===== src/rtl/rc4_key_search.sv =====
// RC4 key-search supervisor: launches one decrypt round per candidate key and checks the PRGA output stream.
// Optional macro RC4_KEY_SEARCH_PUNCT_EN adds , . ' ! ? to the accepted character set.
module rc4_key_search #(
    parameter int                   KEY_WIDTH = 22,
    parameter int                   MSG_LEN   = 32,
    parameter logic [KEY_WIDTH-1:0] KEY_LO    = '0,
    parameter logic [KEY_WIDTH-1:0] KEY_HI    = {KEY_WIDTH{1'b1}}
) (
    input  logic                 clk,
    input  logic                 reset,
    input  logic                 start,
    input  logic                 dec_wren,
    input  logic [7:0]           dec_addr,
    input  logic [7:0]           dec_data,
    input  logic                 round_done,
    output logic                 round_start,
    output logic                 round_abort,
    output logic [23:0]          secret_key,
    output logic                 busy,
    output logic                 found,
    output logic                 failed,
    output logic [KEY_WIDTH:0]   attempts
);

    typedef enum logic [2:0] {
        S_IDLE, S_LAUNCH, S_RUN, S_ABORT, S_NEXT, S_FOUND, S_FAIL
    } state_t;

    localparam logic [8:0] ADDR_LIM  = 9'(MSG_LEN);
    localparam logic [5:0] MSG_CNT   = 6'(MSG_LEN);
    localparam logic [2:0] DRAIN_END = 3'd4;

    state_t               state_q, state_d;
    logic [KEY_WIDTH-1:0] key_q, key_d;
    logic [KEY_WIDTH:0]   att_q, att_d;
    logic [5:0]           cnt_q, cnt_d;
    logic                 bad_q, bad_d;
    logic [2:0]           drain_q, drain_d;
    logic                 wr_valid, byte_bad;

    function automatic logic char_ok(input logic [7:0] c);
        logic ok;
        ok = (c >= 8'h61 && c <= 8'h7A) || c == 8'h20;
`ifdef RC4_KEY_SEARCH_PUNCT_EN
        ok = ok || (c inside {8'h2C, 8'h2E, 8'h27, 8'h21, 8'h3F});
`endif
        return ok;
    endfunction

    assign wr_valid = dec_wren && ({1'b0, dec_addr} < ADDR_LIM);
    assign byte_bad = wr_valid && !char_ok(dec_data);

    always_ff @(posedge clk or posedge reset) begin
        if (reset) begin
            state_q <= S_IDLE;
            key_q   <= KEY_LO;
            att_q   <= '0;
            cnt_q   <= '0;
            bad_q   <= 1'b0;
            drain_q <= '0;
        end else begin
            state_q <= state_d;
            key_q   <= key_d;
            att_q   <= att_d;
            cnt_q   <= cnt_d;
            bad_q   <= bad_d;
            drain_q <= drain_d;
        end
    end

    always_comb begin
        state_d = state_q;
        key_d   = key_q;
        att_d   = att_q;
        cnt_d   = cnt_q;
        bad_d   = bad_q;
        drain_d = drain_q;
        case (state_q)
            S_IDLE, S_FOUND, S_FAIL: begin
                if (start) begin
                    key_d   = KEY_LO;
                    att_d   = '0;
                    state_d = S_LAUNCH;
                end
            end
            S_LAUNCH: begin
                att_d   = att_q + 1'b1;
                cnt_d   = '0;
                bad_d   = 1'b0;
                drain_d = '0;
                state_d = S_RUN;
            end
            S_RUN: begin
                if (wr_valid) begin
                    if (cnt_q != 6'h3F) cnt_d = cnt_q + 1'b1;
                    if (byte_bad) bad_d = 1'b1;
                end
                // A bad byte coinciding with round_done only latches bad; the
                // bad_q check on the following cycle then routes to ABORT.
                if (bad_q)
                    state_d = S_ABORT;
                else if (round_done && !byte_bad)
                    state_d = (cnt_d == MSG_CNT) ? S_FOUND : S_NEXT;
            end
            S_ABORT: begin
                drain_d = drain_q + 1'b1;
                if (drain_q == DRAIN_END) state_d = S_NEXT;
            end
            S_NEXT: begin
                if (key_q == KEY_HI) begin
                    state_d = S_FAIL;
                end else begin
                    key_d   = key_q + 1'b1;
                    state_d = S_LAUNCH;
                end
            end
            default: state_d = S_IDLE;
        endcase
    end

    assign round_start = (state_q == S_LAUNCH);
    assign round_abort = (state_q == S_ABORT) && (drain_q == '0);
    assign busy        = (state_q == S_LAUNCH) || (state_q == S_RUN) ||
                         (state_q == S_ABORT)  || (state_q == S_NEXT);
    assign found       = (state_q == S_FOUND);
    assign failed      = (state_q == S_FAIL);
    assign secret_key  = 24'(key_q);
    assign attempts    = att_q;

endmodule


===== config.mk =====
export PLATFORM = sky130hd
export DESIGN_NAME = rc4_key_search
export DESIGN_NICKNAME = d
export VERILOG_FILES = /design/src/rtl/rc4_key_search.sv
export SDC_FILE = /design/constraint.sdc
export NUM_CORES = 1
export LEC_CHECK = 0
export ABC_AREA = 1
export CORE_MARGIN = 2
export CORE_UTILIZATION = 41
export CTS_BUF_LIST = sky130_fd_sc_hd__clkbuf_8 sky130_fd_sc_hd__clkbuf_16
export CTS_CLUSTER_DIAMETER = 120
export DETAILED_ROUTE_END_ITERATION = 6
export PLACE_DENSITY_LB_ADDON = 0.08
export SETUP_SLACK_MARGIN = 0.1
export SLEW_MARGIN = 20
export SYNTH_ARGS = -nofsm -noshare
export SYNTH_HDL_FRONTEND = slang
export SYNTH_SLANG_ARGS = --single-unit

===== constraint.sdc =====
create_clock -name clk -period 1.9 [get_ports clk]
set_input_delay 0.38 -clock clk [delete_from_list [all_inputs] [get_ports clk]]
set_output_delay 0.38 -clock clk [all_outputs]
set_load 0.005 [all_outputs]

==> results.toml, run 1 <==
[worst_setup_path]
crit_path_max_fanout = 6
cp.arrival_ns = 2.17
crit_path_start_kind = "register"
cp.required_ns = 2.16
criticalPathCategory = "reg2reg"
crit_path_end_kind = "register"
rr_worst_depth = 14

[timing]
period_needed_ns = 1.903
period_share_pct = 100.2
max-slew-margin-rel_pct = 66.33
layout_setup_ws_ns = -0.003250
skew_ns = 0.008967
worstMarginPinSlew_ns = 0.5039
final_max_slew_viol_count = 0
fmax_mhz = 525.4
grt_setup_unrepaired = "yes"
hold_viol = 0
setup_viol = 1
fin_tns_setup_ns = -0.003250

[outcome]
status = "finished with violations"
violations = "negative setup slack"

[synth]
synth_seq_cells = 58
synthFlopType = "dfrtp_1"
postSynth.asyncResetShare_pct = 100.0
yosysTopAreaCell = "dfrtp_1"
synth_cell_type_count = 34
synthCells = 520
synthTopCellsByCount = "154 x nand2_1, 71 x inv_1, 58 x dfrtp_1"
synth.avg_cell_area_sq_um = 6.992
ys_warn_count = 0
synthesis.area_sq_um = 3636
synth_area_leaders = "dfrtp_1 40%, nand2_1 16%, inv_1 7.3%"
yosys.area.top_type_share_pct = 39.92
synth_edf_count = 0
synth_most_common_cell = "nand2_1"
yosysSeqAreaShare_pct = 39.92

[place]
dp.cells = 724
place_area_sq_um = 4716
hpwl_microns = 7287
post-place-ws_ns = -0.03281
numPortBuffers = 65
gp_congestion = 0.9061

[die]
dieArea_sq_um = 9637
die_h_microns = 98.17
num_io_pins = 73
chipWidth_microns = 98.17
rows = 34
core_sq_um = 8678
initial_core_util_pct = 41.90

[clock_tree]
clk_pin_slew_ns = 0.07
cts.sinks = 58
cts_tree = "done"
cts_root_buf = "clkbuf_8"
clock_latency_ns = 0.33
cts.path.max_buffers = 2
cts.htree.levels = 3
cts_buffers = 9

[job]
cap_violations = 0

[drt]
vias = 3887
drc_errors = 0
wire_per_inst_microns = 13.93
detail_route.iter0.violations = 138
first_pass_iters = 5
vias_per_cell = 5.121
ant_nets = 0
postRouteWirelength_microns = 10580

[global_routing]
overflow = 0
gr-usage-all-layers_pct = 21.64
grt_max_degree = 23
first_global_vias = 3601
grt_pass1_wl_microns = 17080
grt_antenna_before_repair = 0

[final_layout]
layoutNonFillerInstCount = 759
layout-drive-gt1-share_pct = 21.81
final_area_sq_um = 5373
synthToLayoutAreaGrowth_pct = 47.76
fin_nets = 672
diodes = 0

[power]
p_leak_nw = 2.509
power.density_nw_per_um2 = 997.1
power_mw = 5.357
ir_drop_v = 0.0004992

[hold_path]
hp-class = "in2async"
power breakdown:
group          switching [mW]  total (mW)  internal (mW)
Sequential             0.0856        1.43           1.34
Combinational            1.49        2.77           1.28
Clock                   0.526        1.16          0.633
Total                    2.10        5.36           3.25
path summary, 6_finish.rpt:
kind | start | endpoint | slack (ns)
max in group asynchronous | reset | attempts[8] | 0.99
min reg2reg | attempts[13] | attempts[13] | 0.53
min | reset | attempts[15] | 0.42
max reg2reg | state_q[0] | key_q[2] | -0.003
max | state_q[0] | key_q[2] | -0.003
min in group clk | attempts[13] | attempts[13] | 0.53
through the flow:
stage,hold slack [ns],utilization (%)
floorplan,0.4732,-
global placement,0.5137,54.34
detailed placement,0.5148,54.34
CTS,0.4318,58.26
global route,0.4556,61.91
finish,0.4223,61.91
critical path, cell delays in order, from the launching register on:
cell and delay [ns]:
dfrtp_1 0.41, buf_6 0.13, buf_6 0.12, nor3_4 0.20, buf_6 0.13, buf_6 0.09, inv_2 0.03, nand3b_1 0.11
nand2_1 0.09, nand2_1 0.08, inv_2 0.06, nand2_8 0.12, clkbuf_16 0.16, nand2_1 0.04, o21ai_1 0.06
placed cells by master, fill, tap and decap left out, drive strengths merged:
cell	n
a21boi	1
a21o	2
a21oi	5
a22oi	2
a31o	1
a31oi	2
buf	60
bufinv	1
clkbuf	13
clkdlybuf4s50	59
clkinv	4
clkinvlp	1
conb	2
dfrtp	58
dlymetal6s2s	1
ha	5
inv	75
mux2	1
mux2i	4
nand2	155
nand3	40
nand3b	2
nand4	8
nor2	52
nor3	27
nor3b	2
o21a	1
o21ai	35
o22ai	12
o32ai	1
or2	1
xnor2	5
xor2	13
sequential cells by signal (all words and copies together), names as in the netlist:
register and count:
key_q 22, state_q 3, bad_q 1, drain_q 3
attempts 23, cnt_q 6
metal layers:
layer | global-route usage [%] | share of wire (%) | vias to the layer above
li1 | - | - | 1933
met1 | 30.19 | 47 | 1860
met2 | 35.14 | 48 | 84
met5 | 0 | 0 | -
met4 | 5.269 | 1.2 | 0
met3 | 4.009 | 3.9 | 10
cells by family after synthesis:
logic type / count (synthesis) / share of synthesized area [%]
and+or+nand+nor: 287 / 33.45
buffers and inverters: 84 / 9.429
AOI/OAI and AO/OA: 62 / 9.635
DFF: 58 / 39.92
xor gates and xnor gates: 18 / 4.336
adders and majority gates: 5 / 1.721
muxes: 5 / 1.411
other: 1 / 0.1031
area by class of cell:
| cell class | instances | area, sq um |
|---|---|---|
| inverter | 75 | 292.8 |
| clock inverter | 6 | 57.56 |
| tap | 108 | 135.1 |
| timing repair buffer | 123 | 1207 |
| sequential | 58 | 1455 |
| fill | 813 | 3306 |
| multi-input combinational | 379 | 2087 |
| clock buffer | 10 | 137.6 |
timing repair:
item                       CTS  global route
setup endpoints to repair   27            54
hold buffers                 0             0
cloned                       0             3
resized for setup           39            79
pin swaps                    8            18
setup buffers                9             8
(Power assumes the default switching activity.)
==> inputs of run 2 (changes only) <==
--- a/config.mk
+++ b/config.mk
@@ -17,3 +17,4 @@
 export SYNTH_ARGS = -nofsm -noshare
 export SYNTH_HDL_FRONTEND = slang
 export SYNTH_SLANG_ARGS = --single-unit
+export TNS_END_PERCENT = 5
==> run 2 against run 1 <==
  * The run now ends clean
  * Highest routed layer unchanged
  * Clock power fell by 8%
  * Register-to-register slack improved by 0.06 ns
  * Clock-buffer cell count rose by 2
  * Worst hold slack improved by 0.0034 ns
  * Critical endpoint is now busy
  * First-iteration DRC count rose by 86%
  * Wire length fell by 5.7%
  * Non-clock buffer count fell by 8
  * Via count fell by 2.3%
==> results.toml, run 2 (synthesis gave the netlist of run 1 again) <==
[outcome]
status = "completed"

[final_layout]
fin_nets = 664
synthToLayoutAreaGrowth_pct = 40.92
multiInputGateArea_sq_um = 1962
diodes = 0
fillers = 823
largest_register_ffs = 23
layout-drive-gt1-share_pct = 16.33
layout_common_cells = "150 x nand2_1, 69 x inv_1, 60 x clkdlybuf4s50_1, 56 x dfrtp_1, 50 x nor2_1"
area.sequential_sq_um = 1454
final_common_cell = "nand2_1"
layoutNonFillerInstCount = 751
final_area_sq_um = 5124

[power]
pwr-share-comb_pct = 48.7
p_sw_mw = 1.875
power_mw = 4.885
p_clk_share_pct = 21.9
netSwitchingFraction_pct = 38.39
cellInternalPower_mw = 3.010
power.density_nw_per_um2 = 953.4
p_leak_nw = 2.375
power_frac_seq_pct = 29.4
ir_drop_v = 0.0004687

[place]
gp_congestion = 0.8943
dp.cells = 718
numPortBuffers = 65
place_area_sq_um = 4629
hpwl_microns = 7087

[worst_setup_path]
crit_path_start_kind = "register"
crit_buf_inv = 4
cpPeakStageDelay_ns = 0.40
r2r_end = "key_q[8]"
cp_slowest_cell = "dfrtp_1"
critPathTopFamily = "buffers and inverters"
cp_common_cell = "buf_6"
cp.arrival_ns = 1.48
criticalPathCategory = "reg2out"
crit_chain = "buf_6 > nor3_4 > inv_2 > buf_6 > nand4_1 > buf_2"
cp.required_ns = 1.52
r2r-start = "state_q[2]"
crit_path_end_kind = "output pin"
rr_worst_depth = 14
cp.depth = 6
rrSetupSlack_ns = 0.06
crit_path_max_fanout = 3

[global_routing]
gr-usage-all-layers_pct = 21.15
use_met1_pct = 28.64
first_global_vias = 3636
top_usage_layer = "met2"
grt_max_degree = 59
overflow = 0
grt_pass1_wl_microns = 16720
grt_antenna_before_repair = 0
grtUsageMet3_pct = 4.080
use_met2_pct = 34.56

[die]
initial_core_util_pct = 41.90
die_h_microns = 98.17
chipWidth_microns = 98.17
rows = 34
num_io_pins = 73
dieArea_sq_um = 9637
core_sq_um = 8678

[drt]
vias_per_cell = 5.057
first_pass_iters = 4
postRouteWirelength_microns = 9972
vias = 3798
drc_errors = 0
detail_route.iter0.violations = 257
ant_nets = 0
wire_per_inst_microns = 13.28

[clock_tree]
cts_root_buf = "clkbuf_8"
cts_tree = "done"
cts_hold_buf = 0
clk_pin_slew_ns = 0.07
cts.sinks = 58
cts.htree.levels = 3
cts_buffers = 9
clock_latency_ns = 0.34
cts.path.max_buffers = 2

[timing]
setup_viol = 0
fin_tns_setup_ns = 0
holdWs_ns = 0.4257
grt_setup_unrepaired = "yes"
period_needed_ns = 1.861
skew_ns = 0.01143
fmax_mhz = 537.4
final_max_slew_viol_count = 0
period_share_pct = 97.93
hold_viol = 0

[job]
cap_violations = 0

[hold_path]
hp-class = "in2async"
==> run 2: final cells by class <==
class | instances | share of cell area [%]
multi-input combinational | 379 | 38.29
sequential | 58 | 28.38
timing repair buffer | 115 | 21.42
inverter | 75 | 5.690
clock buffer | 12 | 3.223
tap | 108 | 2.637
clock inverter | 4 | 0.3663
==> run 2: worst max-delay path by stage <==
stage	start	end	slack (ns)
finish	state_q[2]	busy	0.04
global route	state_q[0]	busy	-0.07
CTS	state_q[0]	round_start	0.02
detailed placement	state_q[1]	round_abort	-0.05
global placement	state_q[1]	round_abort	-0.05
floorplan	reset	attempts[0]	0.09
==> run 2: tightest hold or removal path: cells and delay by family <==
| family | cells | cell delay, ns |
|---|---|---|
| buffers and inverters | 3 | 0.77 |
==> run 2: what timing repair did <==
| action | CTS | global route |
|---|---|---|
| cloned | 0 | 2 |
| buffers inserted | 12 | 5 |
| setup endpoints to repair | 20 | 55 |
| resized for setup | 25 | 44 |
| pin swaps | 4 | 10 |
==> run 2: layer usage <==
layer	vias up	wire length, microns
li1	1908	-
met1	1803	4678
met2	79	4764
met3	8	433
met4	0	95
met5	-	0
==> run 2: through the flow <==
stage	setup WS [ns]	utilization (%)
2_1_floorplan	0.09201	-
3_3_place_gp	-0.04984	53.34
3_5_place_dp	-0.04975	53.34
4_1_cts	0.01542	56.83
5_1_grt	-0.07449	59.04
6_report	0.03928	59.04
==> run 2: power groups by stage <==
stage	logic (mW)	registers [mW]	clock network [mW]
final	2.38	1.43	1.07
after global routing	2.62	1.45	1.15
after floorplan	0.981	1.47	0
after detailed placement	1.71	1.46	0
after global placement	1.70	1.46	0
after CTS	1.93	1.43	1.09
==> inputs of run 3 (changes only) <==
==> constraint.sdc (replaced) <==
create_clock -name clk -period 1.9 [get_ports clk]
set_input_delay 0.19 -clock clk [delete_from_list [all_inputs] [get_ports clk]]
set_output_delay 0.19 -clock clk [all_outputs]
set_load 0.005 [all_outputs]
==> run 3 against run 2 <==
  * Via count grew 0.21%
  * Critical path type unchanged
  * Global-route usage grew 0.49 points
  * Flip-flop and latch count is the same
  * Core utilization shrank 0.19 points
  * Maximum frequency grew 4.8%
  * First-iteration DRC count shrank 36%
  * Largest cell class unchanged
  * Critical path depth shrank 1
  * Combinational power shrank 8.8%
  * Setup slack gained 0.085 ns
  * Final cell count shrank 0.67%
  * Worst hold slack lost 0.26 ns
  * Largest power group unchanged
  * Power shrank 2.1%
==> results.toml, run 3 (synthesis gave the netlist of run 1 again) <==
[drt]
vias_per_cell = 5.102
vias = 3806
postRouteWirelength_microns = 10200
first_pass_iters = 4
detail_route.iter0.violations = 165
wire_per_inst_microns = 13.67
ant_nets = 0
drc_errors = 0

[worst_setup_path]
cp.arrival_ns = 1.59
rrSetupSlack_ns = 0.19
cp-endpoint = "busy"
rr_worst_depth = 11
crit_start = "state_q[2]"
crit_path_max_fanout = 5
r2r_end = "attempts[18]"
crit_path_end_kind = "output pin"
crit_path_start_kind = "register"
cp.required_ns = 1.71
criticalPathCategory = "reg2out"
r2r-start = "attempts[1]"

[final_layout]
layoutNonFillerInstCount = 746
multiInputGateArea_sq_um = 1998
area.sequential_sq_um = 1456
layout_common_cells = "150 x nand2_1, 68 x inv_1, 60 x clkdlybuf4s50_1, 54 x dfrtp_1, 48 x nor2_1"
synthToLayoutAreaGrowth_pct = 40.47
largest_register_ffs = 23
fin_nets = 659
finish.utilization_pct = 58.85
final_area_sq_um = 5107
final_common_cell = "nand2_1"
diodes = 0
fillers = 820
layout-drive-gt1-share_pct = 16.30

[timing]
setup_viol = 0
grt_setup_unrepaired = "yes"
final_max_slew_viol_count = 0
period_needed_ns = 1.776
period_share_pct = 93.48
hold_viol = 0
layout_setup_ws_ns = 0.1238
fmax_mhz = 563.0
holdWs_ns = 0.1675
skew_ns = 0.008140

[clock_tree]
cts_buffers = 9
cts.htree.levels = 3
cts.path.max_buffers = 2
cts_tree = "done"
clock_latency_ns = 0.34
cts.sinks = 58
clk_pin_slew_ns = 0.08
cts_hold_buf = 0
cts_root_buf = "clkbuf_8"

[place]
hpwl_microns = 7438
dp.cells = 718
post-place-ws_ns = 0.07173
place_area_sq_um = 4654
numPortBuffers = 65
gp_congestion = 0.8925

[job]
cap_violations = 0

[die]
rows = 34
chipWidth_microns = 98.17
num_io_pins = 73
initial_core_util_pct = 41.90
die_h_microns = 98.17
core_sq_um = 8678
dieArea_sq_um = 9637

[global_routing]
gr-usage-all-layers_pct = 21.64
grt_antenna_before_repair = 0
overflow = 0
grt_max_degree = 26
first_global_vias = 3745
grt_pass1_wl_microns = 17150

[hold_path]
hp-class = "in2async"

[power]
p_sw_mw = 1.885
p_clk_share_pct = 24.2
ir_drop_v = 0.0004225
power.density_nw_per_um2 = 936.7
pwr-share-comb_pct = 45.4
cellInternalPower_mw = 2.899
netSwitchingFraction_pct = 39.40
p_leak_nw = 2.343
power_frac_seq_pct = 30.4

[outcome]
status = "completed"
run 3: changes by cell type in the layout (fill, tap and decap cells not counted), sizes merged:
| cell | change |
|---|---|
| buf | -5 |
| clkdlybuf4s15 | +1 |
| clkinvlp | -1 |
| dlymetal6s2s | +1 |
| clkinv | +4 |
| bufinv | +1 |
| dlygate4sd2 | +2 |
| clkbuf | -6 |
| inv | -2 |
run 3: how the worst min path moves through the flow:
| stage | to | slack, ns | cells after the start |
|---|---|---|---|
| 2_1_floorplan | state_q[0] | 0.43 | 4 |
| 3_3_place_gp | attempts[13] | 0.52 | 1 |
| 3_5_place_dp | attempts[19] | 0.52 | 1 |
| 4_1_cts | attempts[12] | 0.19 | 2 |
| 5_1_grt | attempts[12] | 0.21 | 2 |
| 6_report | attempts[12] | 0.17 | 2 |
run 3: routing by layer:
metal	GRT usage, %	part of all wire (%)	up-vias
li1	-	-	1900
met1	28.55	46	1804
met2	37.09	48	86
met3	4.009	3.6	16
met4	5.163	1.5	0
met5	0	0	-
run 3: per-stage QoR:
stage / total power [mW] / setup TNS [ns]
after floorplan: 2.455 / 0
after global placement: 3.178 / 0
after detailed placement: 3.214 / 0
after CTS: 4.543 / -0.02832
after global routing: 5.085 / -0.1063
final: 4.784 / 0
run 3: what timing repair did:
item | in CTS | in global routing
gates resized for setup | 24 | 30
pin swaps | 3 | 9
buffers inserted | 6 | 6
endpoints found under the setup margin | 19 | 37
run 3: layout make-up:
class	count	share of cell area, %
sequential	58	28.52
clock inverter	6	1.127
clock buffer	10	2.695
inverter	75	5.561
tap	108	2.646
timing repair buffer	110	20.33
multi-input combinational	379	39.12
run 3: power by group through the flow:
stage / clock network, mW / logic, mW / registers, mW
CTS: 1.17 / 1.92 / 1.45
global placement: 0 / 1.71 / 1.47
global route: 1.24 / 2.38 / 1.47
detailed placement: 0 / 1.74 / 1.48
finish: 1.16 / 2.17 / 1.46
floorplan: 0 / 0.981 / 1.47
run 3: critical path: stages, from the launching register on:
cell	delay, ns
dfrtp_2	0.47
buf_4	0.16
nor3_4	0.19
inv_1	0.08
nand4_1	0.13
clkdlybuf4s15_1	0.22
